### config.mk
export PLATFORM = sky130hd
export DESIGN_NAME = stack_op_master
export DESIGN_NICKNAME = d
export VERILOG_FILES = /design/src/rtl/stack_pkg.sv /design/src/rtl/stack_op_alu.sv /design/src/rtl/stack_op_master.sv
export SDC_FILE = /design/constraint.sdc
export NUM_CORES = 1
export LEC_CHECK = 0
export ABC_CLOCK_PERIOD_IN_PS = 5700
export CAP_MARGIN = 20
export CORE_MARGIN = 4
export CORE_UTILIZATION = 40
export CTS_BUF_LIST = sky130_fd_sc_hd__clkbuf_16
export DETAILED_ROUTE_END_ITERATION = 12
export PLACE_DENSITY = 0.61
export SLEW_MARGIN = 5
export SYNTH_ARGS = -nofsm -noshare
export SYNTH_HDL_FRONTEND = slang
export SYNTH_SLANG_ARGS = --single-unit
### constraint.sdc
create_clock -name clk -period 5.7 [get_ports clk]
set_input_delay 0.57 -clock clk [delete_from_list [all_inputs] [get_ports clk]]
set_output_delay 0.57 -clock clk [all_outputs]
set_load 0.03 [all_outputs]
### src/rtl/stack_pkg.sv
// Shared opcode/state encodings and data width for the stack32 initiator slice.
package stack_pkg;

  localparam int STACK_DW = 32;

  typedef enum logic [2:0] {
    OP_PUSH_IMM = 3'd0,
    OP_POP      = 3'd1,
    OP_ADD      = 3'd2,
    OP_SUB      = 3'd3,
    OP_AND      = 3'd4,
    OP_OR       = 3'd5,
    OP_XOR      = 3'd6,
    OP_DUP      = 3'd7
  } stack_op_e;

  typedef enum logic [2:0] {
    S_IDLE,
    S_CHECK,
    S_POP_REQ,
    S_POP_WAIT,
    S_EXEC,
    S_PUSH_REQ,
    S_PUSH_WAIT,
    S_RESP
  } master_state_e;

  function automatic logic is_alu(stack_op_e op);
    return op inside {OP_ADD, OP_SUB, OP_AND, OP_OR, OP_XOR};
  endfunction

endpackage

### src/rtl/stack_op_alu.sv
// Combinational result of a stack command from operands A (deeper) and B (top).
// Non-ALU ops pass B through: the immediate for PUSH_IMM, the popped word for POP/DUP.
module stack_op_alu
  import stack_pkg::*;
#(
  parameter int DW = STACK_DW
) (
  input  stack_op_e        op_i,
  input  logic [DW-1:0]    a_i,
  input  logic [DW-1:0]    b_i,
  output logic [DW-1:0]    res_o
);

  always_comb begin
    res_o = b_i;
    case (op_i)
      OP_ADD:  res_o = a_i + b_i;
      OP_SUB:  res_o = a_i - b_i;
      OP_AND:  res_o = a_i & b_i;
      OP_OR:   res_o = a_i | b_i;
      OP_XOR:  res_o = a_i ^ b_i;
      default: res_o = b_i;
    endcase
  end

endmodule

### src/rtl/stack_op_master.sv
// Initiator for the stack32 push/trigger/done handshake: turns one operand-stack
// command into its pop/push transactions, tracking depth to refuse over/underflow.
module stack_op_master
  import stack_pkg::*;
#(
  parameter int DEPTH = 256,
  parameter int DW    = STACK_DW
) (
  input  logic                         clk,
  input  logic                         rst_n,
  input  logic                         cmd_valid,
  output logic                         cmd_ready,
  input  logic [2:0]                   cmd_op,
  input  logic [DW-1:0]                cmd_imm,
  output logic                         resp_valid,
  output logic [DW-1:0]                resp_value,
  output logic                         resp_error,
  output logic [$clog2(DEPTH+1)-1:0]   depth,
  output logic                         stk_push,
  output logic                         stk_trigger,
  output logic [DW-1:0]                stk_write_value,
  input  logic [DW-1:0]                stk_read_value,
  input  logic                         stk_done
);

  localparam int DPW = $clog2(DEPTH+1);
  localparam logic [DPW-1:0] DEPTH_W = DPW'(DEPTH);

  master_state_e   state_q, state_d;
  stack_op_e       op_q;
  logic [DW-1:0]   a_q, b_q, wr_q, rv_q;
  logic [1:0]      cnt_q;
  logic [DPW-1:0]  depth_q;
  logic            re_q;
  logic            err;
  logic [DW-1:0]   alu_res;

  stack_op_alu #(.DW(DW)) u_alu (
    .op_i  (op_q),
    .a_i   (a_q),
    .b_i   (b_q),
    .res_o (alu_res)
  );

  always_comb begin
    case (op_q)
      OP_PUSH_IMM: err = (depth_q >= DEPTH_W);
      OP_POP:      err = (depth_q == '0);
      OP_DUP:      err = (depth_q == '0) || (depth_q >= DEPTH_W);
      default:     err = (depth_q < DPW'(2));
    endcase
  end

  always_ff @(posedge clk or negedge rst_n) begin
    if (!rst_n) state_q <= S_IDLE;
    else        state_q <= state_d;
  end

  always_comb begin
    state_d = state_q;
    case (state_q)
      S_IDLE:      if (cmd_valid) state_d = S_CHECK;
      S_CHECK:     state_d = err ? S_RESP : (op_q == OP_PUSH_IMM) ? S_PUSH_REQ : S_POP_REQ;
      S_POP_REQ:   state_d = S_POP_WAIT;
      S_POP_WAIT:  if (stk_done) state_d = (cnt_q == 2'd1) ? S_EXEC : S_POP_REQ;
      S_EXEC:      state_d = (op_q == OP_POP) ? S_RESP : S_PUSH_REQ;
      S_PUSH_REQ:  state_d = S_PUSH_WAIT;
      S_PUSH_WAIT: if (stk_done) state_d = (cnt_q == 2'd1) ? S_RESP : S_PUSH_REQ;
      S_RESP:      state_d = S_IDLE;
      default:     state_d = S_IDLE;
    endcase
  end

  always_comb begin
    cmd_ready       = (state_q == S_IDLE);
    stk_trigger     = (state_q == S_POP_REQ) || (state_q == S_PUSH_REQ);
    stk_push        = (state_q == S_PUSH_REQ);
    resp_valid      = (state_q == S_RESP);
    resp_error      = (state_q == S_RESP) && re_q;
    resp_value      = rv_q;
    depth           = depth_q;
    // The ALU result goes out in EXEC so it leads the push trigger by a cycle.
    stk_write_value = (state_q == S_EXEC) ? alu_res : wr_q;
  end

  always_ff @(posedge clk or negedge rst_n) begin
    if (!rst_n) begin
      op_q    <= OP_PUSH_IMM;
      a_q     <= '0;
      b_q     <= '0;
      wr_q    <= '0;
      rv_q    <= '0;
      re_q    <= 1'b0;
      cnt_q   <= '0;
      depth_q <= '0;
    end else begin
      case (state_q)
        S_IDLE: if (cmd_valid) begin
          op_q <= stack_op_e'(cmd_op);
          b_q  <= cmd_imm;
          wr_q <= cmd_imm;
        end
        S_CHECK: begin
          re_q  <= err;
          cnt_q <= is_alu(op_q) ? 2'd2 : 2'd1;
          if (err) rv_q <= '0;
        end
        S_POP_WAIT: if (stk_done) begin
          if (is_alu(op_q) && cnt_q == 2'd1) a_q <= stk_read_value;
          else                               b_q <= stk_read_value;
          depth_q <= depth_q - DPW'(1);
          cnt_q   <= cnt_q - 2'd1;
        end
        S_EXEC: begin
          wr_q  <= alu_res;
          cnt_q <= (op_q == OP_DUP) ? 2'd2 : 2'd1;
          if (op_q == OP_POP) rv_q <= b_q;
        end
        S_PUSH_WAIT: if (stk_done) begin
          depth_q <= depth_q + DPW'(1);
          cnt_q   <= cnt_q - 2'd1;
          if (cnt_q == 2'd1) rv_q <= wr_q;
        end
        default: ;
      endcase
    end
  end

  a_done_in_wait: assert property (@(posedge clk) disable iff (!rst_n)
    stk_done |-> (state_q == S_POP_WAIT || state_q == S_PUSH_WAIT));

endmodule

==> After elaboration in Yosys (flattened, before gate mapping) <==
Cells that the tools add are included.
{ "word_totals": {"memories": 0, "out_inout_bits": 78, "word_cells": 93, "regBits": 146, "latchBits": 0, "romBits": 0, "input_bits": 71, "ram_bits": 0} }
{ "op_classes": {"div_mod_pow": 0, "multipliers": 0, "mux": 29, "eq_ne": 23, "shifts": 0, "n_lt_le_gt_ge": 2, "add_sub_neg": 5, "bitwise": 3, "n_reduce_logical": 22} }
{ "ops": {"columns": ["operator", "n"], "rows": [
  ["$mux 32", 8],
  ["$pmux 32 s5", 1],
  ["$pmux 32 s2", 2],
  ["$pmux 32 s3", 1],
  ["$add 32x32->32", 1],
  ["$and 32x32->32", 1],
  ["$or 32x32->32", 1],
  ["$sub 32x32->32", 1],
  ["$xor 32x32->32", 1],
  ["$eq 3x3->1 const B", 8],
  ["$pmux 3 s8", 1],
  ["$mux 3", 6],
  ["$mux 9", 2],
  ["$pmux 9 s2", 1],
  ["$ne 2x2->1 const B", 7],
  ["$eq 3x2->1 const B", 4],
  ["$mux 2", 5],
  ["$add 9x1->9 const B", 1],
  ["$ge 9x9->1 const B", 1],
  ["$logic_not 9->1", 1],
  ["$lt 9x2->1 const B", 1],
  ["$reduce_and 3->1", 3],
  ["$sub 9x1->9 const B", 1],
  ["$eq 3x1->1 const B", 2],
  ["other kinds (15)", 23]
]} }

==> Longest topological paths before layout <==
Gate-level depths: netlist (run 1).
{ "logic_depth": {"word_depth": 6, "ltp_mapped": 17, "ltp_nobuf": 17} }

==> By module <==
A second synthesis (run 1) with hierarchy kept.
{ "unflattened": {"cells_unflattened": 1365, "area_unflattened_um2": 12030.3} }
{ "modules_own_cells": {"columns": ["mod", "n_inst", "cells_each", "seq_area_each_um2", "area_each_um2"], "rows": [
  ["stack_op_master", 1, 720, 3653.5, 7387.1],
  ["stack_op_alu", 1, 645, 0.0, 4643.2]
]} }

==> Worst setup path after synthesis (run 1) <==
No wires, ideal clock.
{ "synth_path": {"path_kind": "reg-to-output", "startpoint": "register b_q[6]", "endpoint": "output port stk_write_value[28]", "required_time_ns": 5.130, "stages_incl_launch_ff": 16, "setup_slack_ns": 0.694, "path_buffers": 2, "t_arrival_ns": 4.436, "path_cell_list": "dfrtp_1 clkbuf_2 or4_4 nor2_4 nand3_1 or3_1 o41ai_1 xnor2_1 ha_1 clkbuf_1 a21oi_1 o21bai_1 o311ai_0 o211ai_1 mux2i_1 a221oi_1"} }
{ "synth_between": {"elab_chain_cells": 3, "elab_cells_between_ends": 4, "classes_between": "add/sub (2); mux (2)"} }
{ "synth_lines": {"columns": ["element", "line", "rtl"], "rows": [
  ["start, declared", "stack_op_master.sv:31", "logic [DW-1:0] a_q, b_q, wr_q, rv_q;"],
  ["start signal, assigned", "stack_op_master.sv:100", "b_q <= cmd_imm;"],
  ["start signal, assigned", "stack_op_master.sv:110", "else b_q <= stk_read_value;"],
  ["$sub 32x32->32 or $add 32x32->32 (tied branches)", "stack_op_alu.sv:18, stack_op_alu.sv:17", null],
  ["$pmux 32 s5 *", "stack_op_alu.sv:16", "case (op_i)"],
  ["$mux 32 *", "stack_op_master.sv:83", "stk_write_value = (state_q == S_EXEC) ? alu_res : wr_q;"],
  ["end, declared", "stack_op_master.sv:21", "output logic [DW-1:0] stk_write_value,"]
]} }
Mark *: on every way between the ends. The rest lies on a longest branch, timed or not.

==> Final worst setup path (run 1) <==
{ "layout_path": {"startpoint": "register b_q[8]", "endpoint": "output port stk_write_value[27]"} }
Same word-level chain as after synthesis.

==> impl_metrics.yaml, run 1 <==
status:
  outcome: "complete, no violations"
drt:
  drc: 0
  first_iter_violations: 909
  ant_nets: 0
  wl_per_cell_um: 19.70
  viasPerCell: 5.681
  vias: 11200
  drt-pass1-iter-count: 5
  routed_wl_um: 38830
clocking:
  clock_latency_ns: 0.43
  cts_buffer_depth: 2
  clkTransAtPathRegs_ns: 0.07
  htreeDepth: 4
  cts_setup_buffers: 0
  cts_tree: "done"
  numClockSinks: 146
  cts_buffers: 17
  cts_root_buf: "clkbuf_16"
setup_path:
  arrival_ns: 4.88
  start_kind: "register"
  end_kind: "output pin"
  path_max_fanout: 8
  critPathBufInv: 1
  slowest_stage: "or4_4"
  max_stage_delay_ns: 0.59
  path_delay_family: "simple AND/OR/NAND/NOR gates"
  cp.required_ns: 5.13
  path_cells: "or4_4 > nor2_4 > nand2_2 > or3_4 > or3_4 > o21ai_1 > xnor2_1 > ha_2 > a21oi_4 > o21ai_0 > a211o_1 > nor3_1 > nand3_1 > o211ai_1 > mux2i_1 > a211o_1 > buf_12"
  crit_type: "reg2out"
global_route:
  grt_start_max_net_pins: 72
  grt_first_pass_wirelength_um: 62160
  grt.total_usage: 0.2342
  grt_pass1_vias: 11140
  grt-ovfl-total: 0
  antenna_found_initial: 1
yosys:
  synth_seq_cells: 146
  synth_async_sr_flop_share: 1.000
  avgSynthCellArea_um2: 8.175
  synth_edf_count: 0
  synth_area_um2: 11950
  ys_seq_area_frac: 0.3057
  synth.most_common_cell: "nand2_1"
  syn_inst: 1462
  syn-num-nets: 1639
  synth_area_leaders: "dfrtp_1 (31%), ha_1 (11%), o21ai_0 (7.8%), nand2_1 (7.0%), mux2i_1 (4.3%)"
  yosys.area.top_type: "dfrtp_1"
  synth_commonest_cells: "nand2_1 (224), o21ai_0 (187), dfrtp_1 (146), ha_1 (104), inv_1 (100)"
  yosysWarnings: 0
  synth_top_area_frac: 0.3057
  synth_flop_cell: "dfrtp_1"
  synth.distinct_cells: 76
sta:
  finalSetupTns_ns: 0
  rsz0062_at_grt: "true"
  worst_slew_pin_slew_ns: 1.028
  finalSetupViolations: 0
  final.period_utilization: 0.9562
  slew_headroom: 0.3143
  fmax_mhz: 183.5
  min_period_ns: 5.450
  report.final.slew_viol_count: 0
  finClkSkew_ns: 0.01300
  hold_viol: 0
floorplan:
  ios: 149
  dieArea_um2: 32710
  die_x_um: 180.9
  num_rows: 63
  start_util: 0.4043
  die_h_um: 180.9
  coreArea_um2: 29560
final_layout:
  n_fill_cell: 2921
  n_antenna_cell: 0
  area_growth_syn_to_layout_pct: 22.44
  nets: 1745
  final_util: 0.4950
  final_area_um2: 14630
  layout-drive-gt1-share: 0.09235
place:
  dpl.hpwl_um: 27670
  buffer_ports.inserted: 148
  place_area_um2: 14020
  gp_congestion: 0.9135
min_path:
  min_path_type: "reg2reg"
job:
  max-cap-violations: 0
## layer usage
layer | global-route usage | up-vias | share of wire | routed length, um
li1 | - | 5409 | - | -
met1 | 0.3297 | 5418 | 0.47 | 18350
met2 | 0.3792 | 315 | 0.46 | 17860
met3 | 0.03181 | 54 | 0.046 | 1784
met4 | 0.06503 | 2 | 0.021 | 831
met5 | 0 | - | 0.00033 | 13
## worst min-delay path: cells and delay by family, from the launching register on
family             cells  cell delay, ns
and+or+nand+nor        1            0.04
AOI/OAI and AO/OA      1            0.06
DFF                    1            0.34
## layout make-up
type	count	area, um^2	share of cell area
clock buffer	17	425.4	0.02907
inverter	100	375.4	0.02565
clock inverter	15	135.1	0.009235
tap	390	488.0	0.03335
timing repair buffer	184	1921	0.1313
sequential	146	3656	0.2499
multi-input combinational	1119	7632	0.5216
## kinds of logic after synthesis
kind of cell	count (synthesis)	synth area share
AOI/OAI and AO/OA	456	0.2374
xor gates and xnor gates	51	0.03737
adders and majority gates	106	0.1122
buffers and inverters	197	0.06271
DFF	146	0.3057
muxes	74	0.08229
and+or+nand+nor	432	0.1623
## worst paths after layout
path | startpoint | slack [ns] | depth (start not counted) | to
setup / recovery | b_q[8] | 0.25 | 17 | stk_write_value[27]
hold reg to reg | resp_value[26] | 0.48 | 2 | resp_value[26]
setup reg to reg | b_q[8] | 1.22 | 16 | wr_q[27]
max in group asynchronous | rst_n | 4.05 | 3 | op_q[0]
min in group asynchronous | rst_n | 0.49 | 2 | b_q[25]
hold / removal | resp_value[26] | 0.48 | 2 | resp_value[26]
## state kept, by name, indices dropped and copies added, names as in the netlist
register,cells
a_q,32
b_q,32
cnt_q,2
depth,9
op_q,3
re_q,1
resp_value,32
state_q,3
wr_q,32
## layout by cell type, fill, tap and decap left out, drive strengths merged, types with 17 or more instances in the layout
| cell | instances |
|---|---|
| a21oi | 81 |
| a22oi | 39 |
| buf | 63 |
| clkbuf | 17 |
| clkdlybuf4s50 | 120 |
| dfrtp | 146 |
| ha | 104 |
| inv | 104 |
| mux2i | 51 |
| mux4 | 19 |
| nand2 | 225 |
| nand3 | 29 |
| nor2 | 76 |
| nor3 | 26 |
| o21ai | 188 |
| xnor2 | 42 |
## metrics by stage
stage / setup WS (ns) / hold WS (ns) / cells
2_1_floorplan: 0.6943 / 0.2744 / 1462
3_3_place_gp: 0.5495 / 0.3652 / 1937
3_5_place_dp: 0.4815 / 0.3660 / 1938
4_1_cts: 0.09597 / 0.4773 / 1971
5_1_grt: -0.05663 / 0.5016 / 1971
6_report: 0.2497 / 0.4755 / 1971
## repair_timing
action                                 CTS  global route
gates resized for setup                  2             9
endpoints found under the hold margin    5             0
hold buffers                             1             0
setup endpoints to repair                2             6
pin swaps                                0             3
Power of run 1 is not shown: default switching activity piles up to over one toggle a cycle in this logic, so the estimate is an artifact.
==> inputs of run 2 (changes only) <==
--- a/config.mk
+++ b/config.mk
@@ -8,11 +8,12 @@
 export ABC_CLOCK_PERIOD_IN_PS = 5700
 export CAP_MARGIN = 20
 export CORE_MARGIN = 4
-export CORE_UTILIZATION = 40
+export CORE_UTILIZATION = 25
 export CTS_BUF_LIST = sky130_fd_sc_hd__clkbuf_16
 export DETAILED_ROUTE_END_ITERATION = 12
-export PLACE_DENSITY = 0.61
+export PLACE_DENSITY = 0.42
 export SLEW_MARGIN = 5
 export SYNTH_ARGS = -nofsm -noshare
 export SYNTH_HDL_FRONTEND = slang
+export SYNTH_HIERARCHICAL = 1
 export SYNTH_SLANG_ARGS = --single-unit
==> run 2 against run 1 <==
Net effect: wire length is 6.0% higher; hold slack got worse by 0.33 ns; utilization is 18 points lower; sequential share of layout area fell by 0.77 points; critical path type unchanged.
==> impl_metrics.yaml, run 2 <==
final_layout:
  layout-drive-gt1-share: 0.1294
  layout_commonest_cell: "nand2_1"
  n_fill_cell: 5004
  nets: 1656
  seq_area_um2: 3655
  area_growth_syn_to_layout_pct: 25.45
  multiInputGateArea_um2: 7741
  final_area_um2: 15090
  most-common-layout-cells: "nand2_1 (185), dfrtp_1 (145), clkdlybuf4s50_1 (116)"
  n_antenna_cell: 0
  fin_cells: 2107
yosys:
  syn-num-nets: 1542
  synth_edf_count: 0
  synth_area_leaders: "dfrtp_1 (30%), ha_1 (11%), mux2i_1 (6.2%), nand2_1 (5.8%), mux2_2 (3.8%)"
  synth_xor_area_frac: 0.04368
  synth.most_common_cell: "nand2_1"
  synth_seq_cells: 146
  yosysWarnings: 6
  yosys.area_share.simple: 0.1206
  synth.mux.area_fraction: 0.1218
  synth_compound_area_frac: 0.2391
  synth_top_area_frac: 0.3037
  synthAdderAreaFrac: 0.1115
  syn_inst: 1365
  synth_flop_cell: "dfrtp_1"
  synth.distinct_cells: 90
  synth_async_sr_flop_share: 1.000
  synth_commonest_cells: "nand2_1 (185), dfrtp_1 (146), ha_1 (104), a21oi_1 (88), inv_1 (85)"
  synth_area_um2: 12030
  yosys.area.top_type: "dfrtp_1"
  synth_top_family_by_area: "compound AO/OA/AOI/OAI gates"
  avgSynthCellArea_um2: 8.813
  ys_seq_area_frac: 0.3037
setup_path:
  crit_type: "reg2out"
  cp.required_ns: 5.13
  end_kind: "output pin"
  critPathBufInv: 2
  start_kind: "register"
  path_delay_family: "compound AO/OA/AOI/OAI gates"
  slowest_stage: "dfrtp_1"
  arrival_ns: 4.78
  max_stage_delay_ns: 0.48
  crit_top_cell: "nand2_1"
  path_cells: "nor4_1 > buf_4 > nand2_1 > o41ai_1 > xnor2_1 > ha_1 > a2111oi_0 > o21a_1 > o31ai_1 > a31oi_2 > o211ai_1 > a21oi_1 > o221ai_1 > a21oi_1 > nand2_1 > nand2_1 > buf_12"
  path_max_fanout: 9
drt:
  vias: 10600
  drt-pass1-iter-count: 5
  ant_nets: 0
  routed_wl_um: 41160
  drc: 0
  first_iter_violations: 520
  wl_per_cell_um: 19.54
  viasPerCell: 5.031
clocking:
  clkTransAtPathRegs_ns: 0.07
  postCtsHoldBufs: 0
  cts_resized: 0
  cts_tree: "done"
  htreeDepth: 4
  cts_root_buf: "clkbuf_16"
  cts_buffers: 17
  cts_buffer_depth: 2
  numClockSinks: 146
  clock_latency_ns: 0.46
  cts_setup_buffers: 0
global_route:
  grt_pass1_vias: 10720
  grt_start_max_net_pins: 79
  grt.total_usage: 0.1594
  grt-ovfl-total: 0
  grt_first_pass_wirelength_um: 64070
  antenna_found_initial: 1
status:
  outcome: "complete, no violations"
sta:
  slew_headroom: 0.3343
  finalSetupTns_ns: 0
  whs_ns: 0.1413
  worst_slew_pin_slew_ns: 0.9986
  finalSetupViolations: 0
  finClkSkew_ns: 0.01184
  min_period_ns: 5.346
  fmax_mhz: 187.0
  hold_viol: 0
  rsz0062_at_grt: "false"
  final.period_utilization: 0.9380
  report.final.slew_viol_count: 0
floorplan:
  die_h_um: 227.4
  start_util: 0.2525
  die_x_um: 227.4
  ios: 149
  num_rows: 80
  coreArea_um2: 47650
  dieArea_um2: 51690
place:
  dpl.hpwl_um: 29900
  place_area_um2: 14450
  buffer_ports.inserted: 148
  dp.cells: 2075
  gp_congestion: 0.8697
pwr:
  irDropWorstVdd_mv: 0.3433
  leakage_nw: 6.375
  power_density_nw_per_um2: 682.3
job:
  max-cap-violations: 0
min_path:
  min_path_type: "in2async"
## run 2: cell count changes in the layout (fill, tap and decap cells not counted), sizes merged, moves of 8 or more
cell / before / now
mux4: 19 / 11
o211ai: 14 / 3
nand3: 29 / 13
nor3: 26 / 9
nor2: 76 / 55
inv: 104 / 88
o21ai: 188 / 118
mux2i: 51 / 74
nand2: 225 / 185
mux2: 4 / 42
a31oi: 10 / 49
a21oi: 81 / 98
o22ai: 6 / 20
## run 2: area by class of cell
type                       instances  area share
clock buffer                      17     0.02819
clock inverter                    15     0.01111
inverter                          88     0.02189
multi-input combinational       1050      0.5129
sequential                       146      0.2422
tap                              615     0.05099
timing repair buffer             176      0.1327
## run 2: path summary, 6_finish.rpt
path,from,end,slack [ns],cells past startpoint
min in group clk,cnt_q[1],cnt_q[1],0.50,1
hold reg to reg,cnt_q[1],cnt_q[1],0.50,1
setup reg to reg,b_q[5],wr_q[28],1.48,16
hold / removal,rst_n,resp_value[25],0.14,1
max in group asynchronous,rst_n,op_q[1],4.32,2
setup / recovery,b_q[5],stk_write_value[28],0.35,17
## run 2: logic make-up after synthesis
logic type               count (synthesis)
XOR/XNOR                                60
AND/OR/NAND/NOR                        321
adder cells (fa/ha/maj)                106
multiplexers                           127
buffers and inverters                  169
flip-flops                             146
AO/OA/AOI/OAI                          436
## run 2: routing by layer
layer / vias to the layer above / global-route usage / wire length (um) / share of wire
met1: 5197 / 0.2299 / 20580 / 0.50
met4: 2 / 0.03923 / 486 / 0.012
met3: 27 / 0.03043 / 1771 / 0.043
li1: 5166 / - / - / -
met5: - / 0 / 13 / 0.00032
met2: 209 / 0.2467 / 18310 / 0.44
## run 2: power by group
part	switching, mW	internal [mW]
Sequential	0.563	1.48
Combinational	4.07	3.00
Clock	0.498	0.683
Total	5.13	5.17
## run 2: per-stage QoR
step                total power, mW  worst slack, ns    util
floorplan                     6.531            1.029       -
global placement              9.091           0.6708  0.3033
detailed placement            9.146           0.6377  0.3033
CTS                           10.39           0.1020  0.3158
global route                  11.17          0.01492  0.3168
finish                        10.30           0.3536  0.3168
No activity file was read; power rests on OpenSTA's default activity.
